<file path="src/rtl/ni_flit_injector.sv">
`timescale 1ns/1ps
// ---------------------------------------------------------------------------
// ni_flit_injector
// Network-interface injection stage feeding the router's local input port.
// Takes a flit stream from the attached core. For each packet it picks a
// downstream VC by round-robin among the VCs that still hold credit. It writes
// the VC and destination into every flit and registers the flit towards the
// router. Per-VC credit counters track free slots in the router's local VC
// buffers. The router's credit-return pulses replenish them.
//
// Optional feature: define NI_CREDIT_CHECK_EN to build the sticky credit
// overflow/underflow detector. When it is not defined, credit_err is tied to 0.
//
// Ports:
//   clk              in   single clock, all state on rising edge
//   reset            in   synchronous, active-low
//   core_valid       in   core presents a flit
//   core_ready       out  flit accepted this cycle (from state/credits only)
//   core_payload     in   flit payload, PAYLOAD_W bits
//   core_dest        in   destination router, sampled on head flit only
//   core_last        in   tail-flit marker
//   flit_out         out  registered flit {VC, dest, payload} to router
//   flit_valid       out  registered valid to router
//   credit_increment in   one-cycle credit-return pulse per VC
//   busy             out  multi-flit packet in progress
//   credit_err       out  sticky credit overflow/underflow flag
// ---------------------------------------------------------------------------
module ni_flit_injector #(
   parameter  int NUM_VCS         = 4,
   parameter  int NUM_ROUTERS     = 16,
   parameter  int BUF_DEPTH       = 4,
   parameter  int FLIT_DATA_WIDTH = 32,
   localparam int ROUTER_ID_BITS  = $clog2(NUM_ROUTERS),
   localparam int VC_BITS         = $clog2(NUM_VCS),
   localparam int PAYLOAD_W       = FLIT_DATA_WIDTH - VC_BITS - ROUTER_ID_BITS,
   localparam int CRED_W          = $clog2(BUF_DEPTH + 1)
) (
   input  logic                       clk,
   input  logic                       reset,
   input  logic                       core_valid,
   output logic                       core_ready,
   input  logic [PAYLOAD_W-1:0]       core_payload,
   input  logic [ROUTER_ID_BITS-1:0]  core_dest,
   input  logic                       core_last,
   output logic [FLIT_DATA_WIDTH-1:0] flit_out,
   output logic                       flit_valid,
   input  logic [NUM_VCS-1:0]         credit_increment,
   output logic                       busy,
   output logic                       credit_err
);

   typedef enum logic {
      IDLE = 1'b0,
      SEND = 1'b1
   } state_t;

   state_t                      state_p0, state_nxt;
   logic [CRED_W-1:0]           credit_p0  [NUM_VCS];
   logic [CRED_W-1:0]           credit_nxt [NUM_VCS];
   logic [VC_BITS-1:0]          rr_ptr_p0, rr_ptr_nxt;
   logic [VC_BITS-1:0]          cur_vc_p0, cur_vc_nxt;
   logic [ROUTER_ID_BITS-1:0]   cur_dest_p0, cur_dest_nxt;
   logic [VC_BITS-1:0]          grant_vc, cand_vc, hs_vc;
   logic [ROUTER_ID_BITS-1:0]   hs_dest;
   logic                        grant_ok, hs;
   logic [NUM_VCS-1:0]          dec_vc;
   logic [FLIT_DATA_WIDTH-1:0]  flit_p1;
   logic                        vld_p1;

   // Saturating credit update. Increment and decrement on the same VC cancel.
   // An increment on a full counter is dropped. A decrement on an empty
   // counter is blocked, although ready gating keeps it from happening.
   function automatic logic [CRED_W-1:0] credit_update(
      input logic [CRED_W-1:0] cnt,
      input logic              inc,
      input logic              dec
   );
      logic [CRED_W-1:0] r;
      r = cnt;
      if (inc && !dec) begin
         if (cnt != CRED_W'(BUF_DEPTH)) r = cnt + 1'b1;
      end else if (dec && !inc) begin
         if (cnt != '0) r = cnt - 1'b1;
      end
      return r;
   endfunction

   // Round-robin search: the first VC with credit, starting at rr_ptr and wrapping.
   always_comb begin
      grant_ok = 1'b0;
      grant_vc = rr_ptr_p0;
      cand_vc  = '0;
      for (int i = 0; i < NUM_VCS; i++) begin
         cand_vc = VC_BITS'((int'(rr_ptr_p0) + i) % NUM_VCS);
         if (!grant_ok && (credit_p0[cand_vc] != '0)) begin
            grant_ok = 1'b1;
            grant_vc = cand_vc;
         end
      end
   end

   // In IDLE, ready means some VC holds credit. In SEND, only the held VC counts.
   always_comb begin
      core_ready = 1'b0;
      case (state_p0)
         IDLE:    core_ready = grant_ok;
         SEND:    core_ready = (credit_p0[cur_vc_p0] != '0);
         default: core_ready = 1'b0;
      endcase
   end

   assign hs      = core_valid && core_ready;
   assign hs_vc   = (state_p0 == IDLE) ? grant_vc  : cur_vc_p0;
   assign hs_dest = (state_p0 == IDLE) ? core_dest : cur_dest_p0;
   assign busy    = (state_p0 == SEND);

   always_comb begin
      state_nxt    = state_p0;
      rr_ptr_nxt   = rr_ptr_p0;
      cur_vc_nxt   = cur_vc_p0;
      cur_dest_nxt = cur_dest_p0;
      if (hs) begin
         case (state_p0)
            IDLE: begin
               cur_vc_nxt   = grant_vc;
               cur_dest_nxt = core_dest;
               rr_ptr_nxt   = VC_BITS'((int'(grant_vc) + 1) % NUM_VCS);
               if (!core_last) state_nxt = SEND;
            end
            SEND: begin
               if (core_last) state_nxt = IDLE;
            end
            default: state_nxt = IDLE;
         endcase
      end
   end

   always_comb begin
      dec_vc = '0;
      for (int v = 0; v < NUM_VCS; v++) begin
         dec_vc[v]     = hs && (hs_vc == VC_BITS'(v));
         credit_nxt[v] = credit_update(credit_p0[v], credit_increment[v], dec_vc[v]);
      end
   end

   // ---- stage p0 -> p1: control state update and flit register ----
   always_ff @(posedge clk) begin
      if (!reset) begin
         state_p0    <= IDLE;
         rr_ptr_p0   <= '0;
         cur_vc_p0   <= '0;
         cur_dest_p0 <= '0;
         for (int v = 0; v < NUM_VCS; v++) credit_p0[v] <= CRED_W'(BUF_DEPTH);
         vld_p1      <= 1'b0;
         flit_p1     <= '0;
      end else begin
         state_p0    <= state_nxt;
         rr_ptr_p0   <= rr_ptr_nxt;
         cur_vc_p0   <= cur_vc_nxt;
         cur_dest_p0 <= cur_dest_nxt;
         for (int v = 0; v < NUM_VCS; v++) credit_p0[v] <= credit_nxt[v];
         vld_p1      <= hs;
         if (hs) flit_p1 <= {hs_vc, hs_dest, core_payload};
      end
   end

   assign flit_out   = flit_p1;
   assign flit_valid = vld_p1;

`ifdef NI_CREDIT_CHECK_EN
   logic credit_err_p1;
   logic err_event;

   // A return pulse on a full VC with no consuming handshake means the
   // router gave back a credit it never owed.
   always_comb begin
      err_event = hs && (credit_p0[hs_vc] == '0);
      for (int v = 0; v < NUM_VCS; v++) begin
         if (credit_increment[v] && !dec_vc[v] && (credit_p0[v] == CRED_W'(BUF_DEPTH)))
            err_event = 1'b1;
      end
   end

   always_ff @(posedge clk) begin
      if (!reset)         credit_err_p1 <= 1'b0;
      else if (err_event) credit_err_p1 <= 1'b1;
   end

   assign credit_err = credit_err_p1;
`else
   assign credit_err = 1'b0;
`endif

endmodule

</file>
<file path="config.mk">
export PLATFORM = sky130hd
export DESIGN_NAME = ni_flit_injector
export DESIGN_NICKNAME = d
export VERILOG_FILES = /design/src/rtl/ni_flit_injector.sv
export SDC_FILE = /design/constraint.sdc
export NUM_CORES = 1
export LEC_CHECK = 0
export ABC_AREA = 1
export CORE_MARGIN = 2
export CORE_UTILIZATION = 54
export CTS_BUF_LIST = sky130_fd_sc_hd__clkbuf_2 sky130_fd_sc_hd__clkbuf_4 sky130_fd_sc_hd__clkbuf_8
export DETAILED_ROUTE_END_ITERATION = 8
export PLACE_DENSITY = 0.94
export SLEW_MARGIN = 20
export SYNTH_ARGS = -nofsm -noshare
export SYNTH_HDL_FRONTEND = slang
export SYNTH_SLANG_ARGS = --single-unit
</file>
<file path="constraint.sdc">
create_clock -name clk -period 4.9 [get_ports clk]
set_input_delay 0.735 -clock clk [delete_from_list [all_inputs] [get_ports clk]]
set_output_delay 0.735 -clock clk [all_outputs]
set_load 0.05 [all_outputs]
</file>
[Word level (Yosys, flattened, before mapping)]
Memory sizes are Yosys's and may differ from the RTL's. A register that Yosys moved wholly into a read port is not among the register bits.
Index checks and enable logic that the tools add are counted.
Storage, ports and cells
  memories: 1
  word-level logic and storage cells: 106
  output and inout port bits: 36
  bits in writable memories: 12
  register bits: 42
  bits of input ports: 38
Cells by class
  multiplexer cells: 37
  add/subtract/negate cells: 12
  eq/ne operators: 7
  reductions and logical operators: 38
  bitwise gates (word level): 5
Memory list
  credit_p0: words 4, width 3, rd ports 9, clocked after Yosys merged registers in 2, write ports 4, RTL line 58  | logic [CRED_W-1:0] credit_p0 [NUM_VCS];
Operator list (number)
  $mux W3: 20
  $reduce_bool A3 Y1: 9
  $logic_and A1 B1 Y1: 16
  $mux W2: 8
  $add A3 B1 Y3 const B: 4
  $ne A3 B3 Y1 const B: 4
  $sub A3 B1 Y3 const B: 4
  $logic_not A1 Y1: 11
  $mux W1: 7
  $add A2 B1 Y2 const B: 2
  $add A2 B2 Y2 const B: 2
  $eq A2 B2 Y1 const B: 2
  $mux W4: 1
  $or A1 B1 Y1: 4
  $eq A2 B1 Y1 const B: 1
  $logic_not A2 Y1: 1
  $pmux W1 S2: 1
  $reduce_and A2 Y1: 1
  $not A1 Y1: 1

[Depth between registers and ports, before layout]
Gate-level depths: netlist of the first run.
  depth after elaboration: 18
  depth in mapped cells: 24
  mapped depth without buffers: 23

[Worst setup path after synthesis of the first run]
No wires, ideal clock.
  path type: register to register
  start: memory credit_p0[3][0] in the netlist's numbering
  end: memory credit_p0[1][2] in the netlist's numbering
  data required time: 4.776 ns
  cell stages (with the launch flop): 22
  path buffers: 0
  setup time: 0.124 ns
  setup slack: 2.287 ns
  period minus slack after synthesis: 2.613 ns
  data arrival time: 2.489 ns
  cells stage by stage: dfxtp_1 -> nor2_2 -> nand2_1 -> nand2_1 -> nand2_2 -> nor2_4 -> inv_1 -> nand3_1 -> nand2_1 -> nand2_1 -> nand3_1 -> nand2_1 -> nand2_1 -> nand2_2 -> inv_1 -> nand3_1 -> ha_1 -> inv_1 -> fa_1 -> xnor2_1 -> a21oi_1 -> o21ai_0
RTL lines (RTL line)
  start, declared: 58

[Worst setup path in the final report of the first run]
  start: register rr_ptr_p0[0]
  end: output core_ready
On the way
  longest elaborated chain between the ends: 12
  elaborated cells on any way between the ends: 16
  classes of those cells: 3 x add/sub; 4 x mux; 8 x reduce/logical; 1 x memory
Ends and longest elaborated chain
  start, declared: RTL line 60  | logic [VC_BITS-1:0] rr_ptr_p0, rr_ptr_nxt;
  start signal, assigned: RTL line 158  | rr_ptr_p0 <= rr_ptr_nxt;
  $add A2 B1 Y2: RTL line 94  | cand_vc = VC_BITS'((int'(rr_ptr_p0) + i) % NUM_VCS);
  $mem_v2 Z4 W3 *
  $reduce_bool A3 Y1: RTL line 95  | if (!grant_ok && (credit_p0[cand_vc] != '0)) begin
  $logic_and A1 B1 Y1: RTL line 95
  $mux W1: RTL line 95
  $logic_not A1 Y1: RTL line 95
  $logic_and A1 B1 Y1: RTL line 95
  $mux W1: RTL line 95
  $logic_not A1 Y1: RTL line 95
  $logic_and A1 B1 Y1: RTL line 95
  $mux W1 *: RTL line 95
  $pmux W1 S2 *: RTL line 105  | case (state_p0)
  end, declared: RTL line 41  | output logic core_ready,
Mark *: on every way between the ends. The rest lies on a longest branch, timed or not.

==> impl_metrics.py, run 1 <==
metrics = {
    "yosys": {
        "synth_nets": 422,
        "synth-seq-cells": 52,
        "synth_area_leaders": "dfxtp_1 37%, nand2_1 9.4%, nor2_1 6.9%",
        "synth.avg_cell_area_um2": 7.407,
        "seq_area_frac_synth_pct": 37.38,
        "yosys_warnings": 0,
        "synth_top_area_share_pct": 37.38,
        "netlist_area_um2": 2785,
        "netlist.top_cell.by_area": "dfxtp_1",
        "syn-instance-count": 376,
        "ys_types": 32,
    },
    "pwr": {
        "peakVddDrop_mv": 0.3166,
        "power.internal_uw": 976.1,
        "seqPwrFrac_pct": 32.8,
        "clock_power_share_pct": 13.3,
        "combPwrFrac_pct": 53.9,
        "netSwitchingFraction_pct": 48.49,
        "fin_total_pwr_uw": 1895,
        "p_leak_uw": 0.001596,
        "power_density_nw_per_um2": 530.3,
        "p_switching_uw": 918.8,
    },
    "timing": {
        "setup_viol": 0,
        "period_share_pct": 70.02,
        "finalHoldViolCount": 0,
        "slew_headroom_pct": 64.95,
        "finalWorstSetupSlack_ps": 1469,
        "drv_slew": 0,
        "tightest_slew_ps": 524.1,
        "skew_ps": 6.315,
        "period_needed_ps": 3431,
        "finalSetupTns_ps": 0,
        "fmax_mhz": 291.4,
        "rsz0062_at_grt": "no",
    },
    "critical_path": {
        "critical_path.max_fanout": 15,
        "path_class": "reg2out",
        "start_kind": "register",
        "worstPathRequired_ps": 4160,
        "crit_arrival_ps": 2700,
        "crit_path_start": "rr_ptr_p0[0]$_SDFFE_PN0P_",
        "ff2ff_setup_slack_ps": 1530,
        "timing.rr.start": "rr_ptr_p0[0]$_SDFFE_PN0P_",
        "critPathCaptureType": "primary output",
    },
    "clock_tree": {
        "clkLatencyLatePin_ps": 310,
        "cts_max_level": 2,
        "clkSlewWorstSetupHoldPaths_ps": 90,
        "cts_sinks": 52,
        "cts_tree": "yes",
        "post_cts_buffers": 0,
        "cts_hold_buf": 0,
        "ctsResizeCount": 0,
        "root_buffer": "clkbuf_8",
        "cts_buffer_depth": 2,
        "cts_buffers": 5,
    },
    "hold_path": {
        "min_path_type": "reg2reg",
        "hp-start": "flit_out[29]$_SDFFE_PN0P_",
    },
    "layout": {
        "final-seq-area_um2": 1041,
        "nets": 489,
        "synthToLayoutAreaGrowth_pct": 28.30,
        "final_common_cell": "clkdlybuf4s50_1",
        "mostFrequentLayoutCells": "72 x clkdlybuf4s50_1, 70 x nand2_1, 52 x dfxtp_1, 51 x nor2_1, 37 x inv_1",
        "nFillCells": 368,
        "design_area_um2": 3573,
        "multi_input_area_um2": 1466,
        "n_antenna_cell": 0,
        "drive_above_1_share_pct": 11.04,
        "utilization_pct": 70.87,
    },
    "grt": {
        "grt_max_degree": 41,
        "grt_pass1_vias": 2603,
        "grt_pass1_wl_um": 11700,
        "groute.usage.overall_pct": 26.96,
        "antenna_found_initial": 0,
        "grt.overflow.total": 0,
    },
    "placement": {
        "place.gp.congestion": 0.9486,
        "portBuffers": 72,
        "hpwlAfterDp_um": 5396,
        "placed_area_um2": 3481,
        "dp_slack_ps": 1643,
    },
    "floorplanning": {
        "io_pins": 74,
        "fp.dieArea_um2": 5748,
        "dieWidth_um": 75.82,
        "rows": 26,
        "core_um2": 5042,
        "initial_core_util_pct": 55.24,
        "die_y_um": 75.82,
    },
    "flow_run": {
        "maxCapViolations": 0,
    },
    "detailed_routing": {
        "wl_um": 7216,
        "drc": 0,
        "num_vias": 2701,
        "drt_iter0_markers": 228,
        "drt_pass1_iterations": 5,
        "routedWlPerCell_um": 14.04,
        "vias_per_cell": 5.255,
        "antenna_left": 0,
    },
    "run_status": {
        "status": "complete, no violations",
    },
}
## power groups by stage
stage / clock network (uW) / logic [uW] / registers [uW]
6_report: 252 / 1020 / 622
5_1_grt: 273 / 1130 / 638
2_1_floorplan: 0 / 657 / 727
4_1_cts: 256 / 1020 / 620
3_5_place_dp: 0 / 1010 / 627
3_3_place_gp: 0 / 961 / 623
## stage by stage
step                hold WS (ps)  std cells
floorplan                  490.0        376
global placement           433.2        506
detailed placement         438.7        506
CTS                        452.5        514
global route               482.3        514
finish                     449.7        514
## worst max-delay path, stage by stage, from the launching register on
cell and delay [ps]:
dfxtp_1 640, inv_2 210, nor2_1 190, nor2_2 100, nand3_1 90, nand2_1 120, nand4_4 130, nand2_4 70
inv_1 50, clkdlybuf4s50_1 790
## layout make-up
class / count / share of cell area, %
Clock inverter: 2 / 0.2801
Tap cell: 70 / 2.451
Inverter: 40 / 4.412
Clock buffer: 6 / 2.311
Multi-Input combinational cell: 271 / 41.04
Timing Repair Buffer: 73 / 20.38
Sequential cell: 52 / 29.13
## Yosys cell counts (all sizes together)
master / n
xnor2: 3
buf: 9
o211ai: 2
xor2: 5
conb: 1
o21a: 1
ha: 4
nand2: 77
nor2: 79
a21oi: 12
nand4: 9
dfxtp: 52
clkinv: 1
o21ai: 45
a211oi: 4
fa: 4
nand3: 25
clkbuf: 4
inv: 39
## worst paths after layout
kind / to / cells after the start
setup / recovery: core_ready / 9
hold reg to reg: flit_out[29]$_SDFFE_PN0P_ / 2
hold / removal: flit_out[29]$_SDFFE_PN0P_ / 2
setup reg to reg: credit_p0[2][1]$_SDFFE_PN0P_ / 14
## state kept, by name, summed over array words and instances (netlist names), named ones only
register / cells
flit_out: 27
credit_p0: 12
cur_dest_p0: 3
cur_vc_p0: 2
rr_ptr_p0: 2
busy: 1
flit_valid: 1
## cell families (layout without fill, tap and decap cells)
kind of cell	Yosys count	after routing	share of synthesized area (%)
DFF	52	52	37.38
AOI/OAI and AO/OA	64	64	12.13
adders and majority gates	8	8	4.672
and+or+nand+nor	190	190	33.20
buffers and inverters	53	121	9.972
xor gates and xnor gates	8	8	2.516
other	1	1	0.1346
## routing by layer
metal / GRT usage (%) / wire length [um] / up-vias
li1: - / - / 1334
met1: 31.03 / 2704 / 1223
met2: 45.88 / 3638 / 123
met3: 8.598 / 662 / 21
met4: 11.50 / 210 / 0
met5: 0 / 0 / -
No activity file was read; power rests on OpenSTA's default activity.
==> run 2: changes to the inputs <==
Settings changed: CORE_UTILIZATION 54 to 50, PLACE_DENSITY 0.94 to 0.88.
Clock period 4.9 ns to 3.5 ns, I/O delays scaled along.
==> impl_metrics.py, run 2 (synthesis gave the netlist of run 1 again) <==
metrics = {
    "run_status": {
        "status": "complete, no violations",
    },
    "placement": {
        "hpwlAfterDp_um": 4804,
        "place.gp.congestion": 0.9408,
        "portBuffers": 72,
    },
    "timing": {
        "finalHoldViolCount": 0,
        "slew_headroom_pct": 64.34,
        "tightest_slew_ps": 533.2,
        "skew_ps": 7.024,
        "period_needed_ps": 3169,
        "finalSetupTns_ps": 0,
        "fmax_mhz": 315.6,
        "holdWs_ps": 450.2,
        "period_share_pct": 90.54,
        "rsz0062_at_grt": "no",
        "drv_slew": 0,
        "setup_viol": 0,
    },
    "clock_tree": {
        "ctsResizeCount": 0,
        "cts_buffer_depth": 2,
        "clkLatencyLatePin_ps": 310,
        "cts_buffers": 5,
        "cts_hold_buf": 0,
        "post_cts_buffers": 0,
        "root_buffer": "clkbuf_8",
        "cts_sinks": 52,
        "cts_tree": "yes",
        "cts_max_level": 2,
        "clkSlewWorstSetupHoldPaths_ps": 90,
    },
    "pwr": {
        "peakVddDrop_mv": 0.3958,
        "seqPwrFrac_pct": 32.9,
        "fin_total_pwr_uw": 2604,
        "clock_power_share_pct": 13.5,
        "p_switching_uw": 1245,
        "combPwrFrac_pct": 53.7,
        "power_density_nw_per_um2": 725.7,
        "power.internal_uw": 1359,
        "netSwitchingFraction_pct": 47.81,
        "p_leak_uw": 0.001604,
    },
    "layout": {
        "drive_above_1_share_pct": 11.43,
        "final_common_cell": "clkdlybuf4s50_1",
        "n_antenna_cell": 0,
        "mostFrequentLayoutCells": "72 x clkdlybuf4s50_1, 70 x nand2_1, 52 x dfxtp_1, 51 x nor2_1, 37 x inv_1",
        "nets": 491,
        "nFillCells": 450,
        "synthToLayoutAreaGrowth_pct": 28.84,
        "largest_reg_flops": 27,
    },
    "flow_run": {
        "maxCapViolations": 0,
    },
    "critical_path": {
        "worstPathRequired_ps": 3690,
        "start_kind": "register",
        "critical_path.max_fanout": 11,
        "critPathCaptureType": "register",
        "path_class": "reg2reg",
        "ff2ff_setup_slack_ps": 330,
        "crit_arrival_ps": 3360,
    },
    "floorplanning": {
        "dieWidth_um": 78.64,
        "io_pins": 74,
        "rows": 27,
        "die_y_um": 78.64,
        "fp.dieArea_um2": 6183,
        "initial_core_util_pct": 51.21,
        "core_um2": 5439,
    },
    "grt": {
        "grt.overflow.total": 0,
        "antenna_found_initial": 0,
        "grt_pass1_vias": 2477,
        "grt_pass1_wl_um": 10780,
        "groute.usage.overall_pct": 21.68,
        "grt_max_degree": 40,
    },
    "hold_path": {
        "min_path_type": "reg2reg",
    },
    "detailed_routing": {
        "vias_per_cell": 5.021,
        "drc": 0,
        "drt_iter0_markers": 143,
        "antenna_left": 0,
        "routedWlPerCell_um": 12.22,
        "num_vias": 2601,
        "drt_pass1_iterations": 4,
        "wl_um": 6328,
    },
}
## run 2: power groups by stage
stage               registers, uW  clock network (uW)  logic (uW)
floorplan                    1020                   0         920
detailed placement            867                   0        1390
CTS                           855                 359        1400
global placement              862                   0        1370
finish                        856                 350        1400
global route                  874                 381        1560
## run 2: cell type report
| type | count | area, um2 | area share [%] |
|---|---|---|---|
| Clock inverter | 2 | 13.76 | 0.3835 |
| Multi-Input combinational cell | 271 | 1466 | 40.86 |
| Clock buffer | 6 | 76.32 | 2.127 |
| Timing Repair Buffer | 75 | 743.2 | 20.71 |
| Tap cell | 72 | 90.09 | 2.510 |
| Sequential cell | 52 | 1041 | 29.01 |
| Inverter | 40 | 157.7 | 4.393 |
## run 2: final timing paths
path | startpoint | end | cells after the start
min reg2reg | cur_dest_p0[2]$_SDFFE_PN0P_ | cur_dest_p0[2]$_SDFFE_PN0P_ | 2
max | rr_ptr_p0[0]$_SDFFE_PN0P_ | credit_p0[0][2]$_SDFFE_PN1P_ | 17
min | cur_dest_p0[2]$_SDFFE_PN0P_ | cur_dest_p0[2]$_SDFFE_PN0P_ | 2
max reg2reg | rr_ptr_p0[0]$_SDFFE_PN0P_ | credit_p0[0][2]$_SDFFE_PN1P_ | 17
## run 2: per-layer routing
layer  track usage (%)  vias to the layer above  share of wire [%]
met5                 0                        -                  0
met4             7.368                        0                1.4
met3             8.506                        7                8.9
met2             36.50                       84                 47
met1             25.05                     1171                 43
li1                  -                     1339                  -
## run 2: stage by stage
step | utilization (%) | setup WS (ps) | area [um2] | instances
floorplan | - | 887.4 | 2785 | 376
global placement | 64.32 | 388.5 | 3498 | 510
detailed placement | 64.32 | 364.4 | 3498 | 510
CTS | 65.98 | 328.7 | 3588 | 518
global route | 65.98 | 61.25 | 3588 | 518
finish | 65.98 | 331.3 | 3588 | 518
## run 2: critical path, stage by stage, from the launching register on
cell	delay [ps]
dfxtp_1	390
inv_2	220
nor2_1	100
nor2_2	270
nand4_1	150
nand2_1	140
nand4_2	140
nand2_1	120
nand2_1	80
o21ai_1	210
inv_1	90
nand3_1	130
ha_1	190
inv_1	60
fa_1	370
xnor2_1	130
a21oi_1	140
o21ai_0	110
==> run 3: changes to the inputs <==
Settings changed: GPL_ROUTABILITY_DRIVEN set to 0, SKIP_CTS_REPAIR_TIMING set to 1.
==> impl_metrics.py, run 3 (synthesis gave the netlist of run 1 again) <==
metrics = {
    "clock_tree": {
        "clkSlewWorstSetupHoldPaths_ps": 90,
        "cts_buffer_depth": 2,
        "cts_sinks": 52,
        "cts_buffers": 5,
        "cts_tree": "yes",
        "clkLatencyLatePin_ps": 300,
        "cts_max_level": 2,
        "root_buffer": "clkbuf_8",
    },
    "detailed_routing": {
        "wl_um": 6634,
        "drt_pass1_iterations": 4,
        "vias_per_cell": 5.083,
        "antenna_left": 0,
        "routedWlPerCell_um": 12.81,
        "drc": 0,
        "drt_iter0_markers": 133,
        "num_vias": 2633,
    },
    "floorplanning": {
        "rows": 27,
        "io_pins": 74,
        "dieWidth_um": 78.64,
        "die_y_um": 78.64,
        "fp.dieArea_um2": 6183,
        "initial_core_util_pct": 51.21,
        "core_um2": 5439,
    },
    "critical_path": {
        "timing.rr.start": "rr_ptr_p0[0]$_SDFFE_PN0P_",
        "crit_top_cell": "nand2_1",
        "critPathCaptureType": "register",
        "ff2ff_setup_slack_ps": 300,
        "worst_r2r_endpoint": "credit_p0[0][2]$_SDFFE_PN1P_",
        "crit_arrival_ps": 3380,
        "critical_path.max_fanout": 11,
        "critPathSlowestCell": "dfxtp_1",
        "cp_cell_sequence": "inv_2 > nor2_1 > nor2_2 > nand2_1 > nand2_1 > nand4_2 > nand2_1 > nand2_1 > o21ai_1 > inv_1 > nand3_1 > ha_1 > inv_1 > fa_1 > xnor2_1 > a21oi_1 > o21ai_0",
        "cp_num_buf_inv": 3,
        "path_class": "reg2reg",
        "path_delay_family": "simple AND/OR/NAND/NOR gates",
        "ff2ff_path_depth": 17,
        "start_kind": "register",
        "worst_path_largest_cell_delay_ps": 390,
        "worstPathRequired_ps": 3680,
    },
    "timing": {
        "period_share_pct": 91.35,
        "skew_ps": 5.370,
        "period_needed_ps": 3197,
        "rsz0062_at_grt": "no",
        "finalSetupTns_ps": 0,
        "holdWs_ps": 445.4,
        "setup_viol": 0,
        "drv_slew": 0,
        "finalHoldViolCount": 0,
        "fmax_mhz": 312.8,
        "tightest_slew_ps": 533.7,
        "slew_headroom_pct": 64.31,
    },
    "run_status": {
        "status": "complete, no violations",
    },
    "layout": {
        "design_area_um2": 3596,
        "nFillCells": 463,
        "n_antenna_cell": 0,
        "largest_reg_flops": 27,
        "mostFrequentLayoutCells": "72 x clkdlybuf4s50_1, 70 x nand2_1, 52 x dfxtp_1, 51 x nor2_1, 37 x inv_1",
        "synthToLayoutAreaGrowth_pct": 29.11,
        "nets": 491,
        "final_common_cell": "clkdlybuf4s50_1",
        "drive_above_1_share_pct": 11.43,
    },
    "placement": {
        "portBuffers": 72,
        "placed_area_um2": 3498,
        "hpwlAfterDp_um": 4986,
    },
    "hold_path": {
        "hold-path-cell-count": 2,
        "hp-start": "cur_dest_p0[2]$_SDFFE_PN0P_",
        "hold_end": "cur_dest_p0[2]$_SDFFE_PN0P_",
        "min_path_type": "reg2reg",
    },
    "flow_run": {
        "maxCapViolations": 0,
    },
    "pwr": {
        "p_leak_uw": 0.001603,
        "peakVddDrop_mv": 0.3051,
        "power_density_nw_per_um2": 732.3,
    },
    "grt": {
        "groute.usage.overall_pct": 22.64,
        "grt_pass1_vias": 2634,
        "grt_pass1_wl_um": 11270,
        "grt.overflow.total": 0,
        "antenna_found_initial": 0,
        "grt_max_degree": 40,
    },
}
==> run 3: routing by layer <==
layer	share of wire [%]	wire length [um]	vias up	track usage [%]
met5	0	0	-	0
met2	48	3189	92	39.15
li1	-	-	1332	-
met3	9.5	628	7	8.391
met4	1.2	80	0	7.544
met1	41	2736	1202	25.65
==> run 3: how the worst max path moves through the flow <==
stage / startpoint / to / slack [ps] / depth (start not counted)
floorplan: credit_p0[3][0]$_SDFFE_PN0P_ / credit_p0[1][2]$_SDFFE_PN1P_ / 890 / 21
global placement: rr_ptr_p0[0]$_SDFFE_PN0P_ / credit_p0[0][2]$_SDFFE_PN1P_ / 440 / 17
detailed placement: rr_ptr_p0[0]$_SDFFE_PN0P_ / credit_p0[0][2]$_SDFFE_PN1P_ / 430 / 17
CTS: rr_ptr_p0[0]$_SDFFE_PN0P_ / credit_p0[0][2]$_SDFFE_PN1P_ / 390 / 17
global route: rr_ptr_p0[0]$_SDFFE_PN0P_ / credit_p0[0][2]$_SDFFE_PN1P_ / 70 / 19
finish: rr_ptr_p0[0]$_SDFFE_PN0P_ / credit_p0[0][2]$_SDFFE_PN1P_ / 300 / 17
==> run 3: worst register-to-register path, cell delays in order, from the launching register on <==
cell     delay [ps]
dfxtp_1         390
inv_2           220
nor2_1          110
nor2_2          240
nand2_1          90
nand2_1         170
nand4_2         180
nand2_1         100
nand2_1          80
o21ai_1         260
inv_1           120
nand3_1         130
ha_1            190
inv_1            60
fa_1            370
xnor2_1         140
a21oi_1         130
o21ai_0         100
==> run 3: layout make-up <==
cell class | count | area [um2] | area share [%]
clock buffers | 7 | 90.09 | 2.505
clock inverters | 1 | 7.507 | 0.2088
multi-input cells | 271 | 1466 | 40.78
repair buffers | 75 | 743.2 | 20.67
inverters | 40 | 157.7 | 4.384
well taps | 72 | 90.09 | 2.505
flip-flops and latches | 52 | 1041 | 28.95
==> run 3: where the power goes <==
group          switching, uW  internal (uW)
Sequential               132            724
Clock                    189            169
Combinational            934            485
Total                   1260           1380
==> run 3: stage by stage <==
stage               util (%)  power, uW  cells  setup slack, ps
floorplan                  -       1938    376            887.4
global placement       64.32       2220    510            436.3
detailed placement     64.32       2269    510            430.9
CTS                    66.11       2632    518            393.7
global route           66.11       2854    518            67.56
finish                 66.11       2633    518            302.6
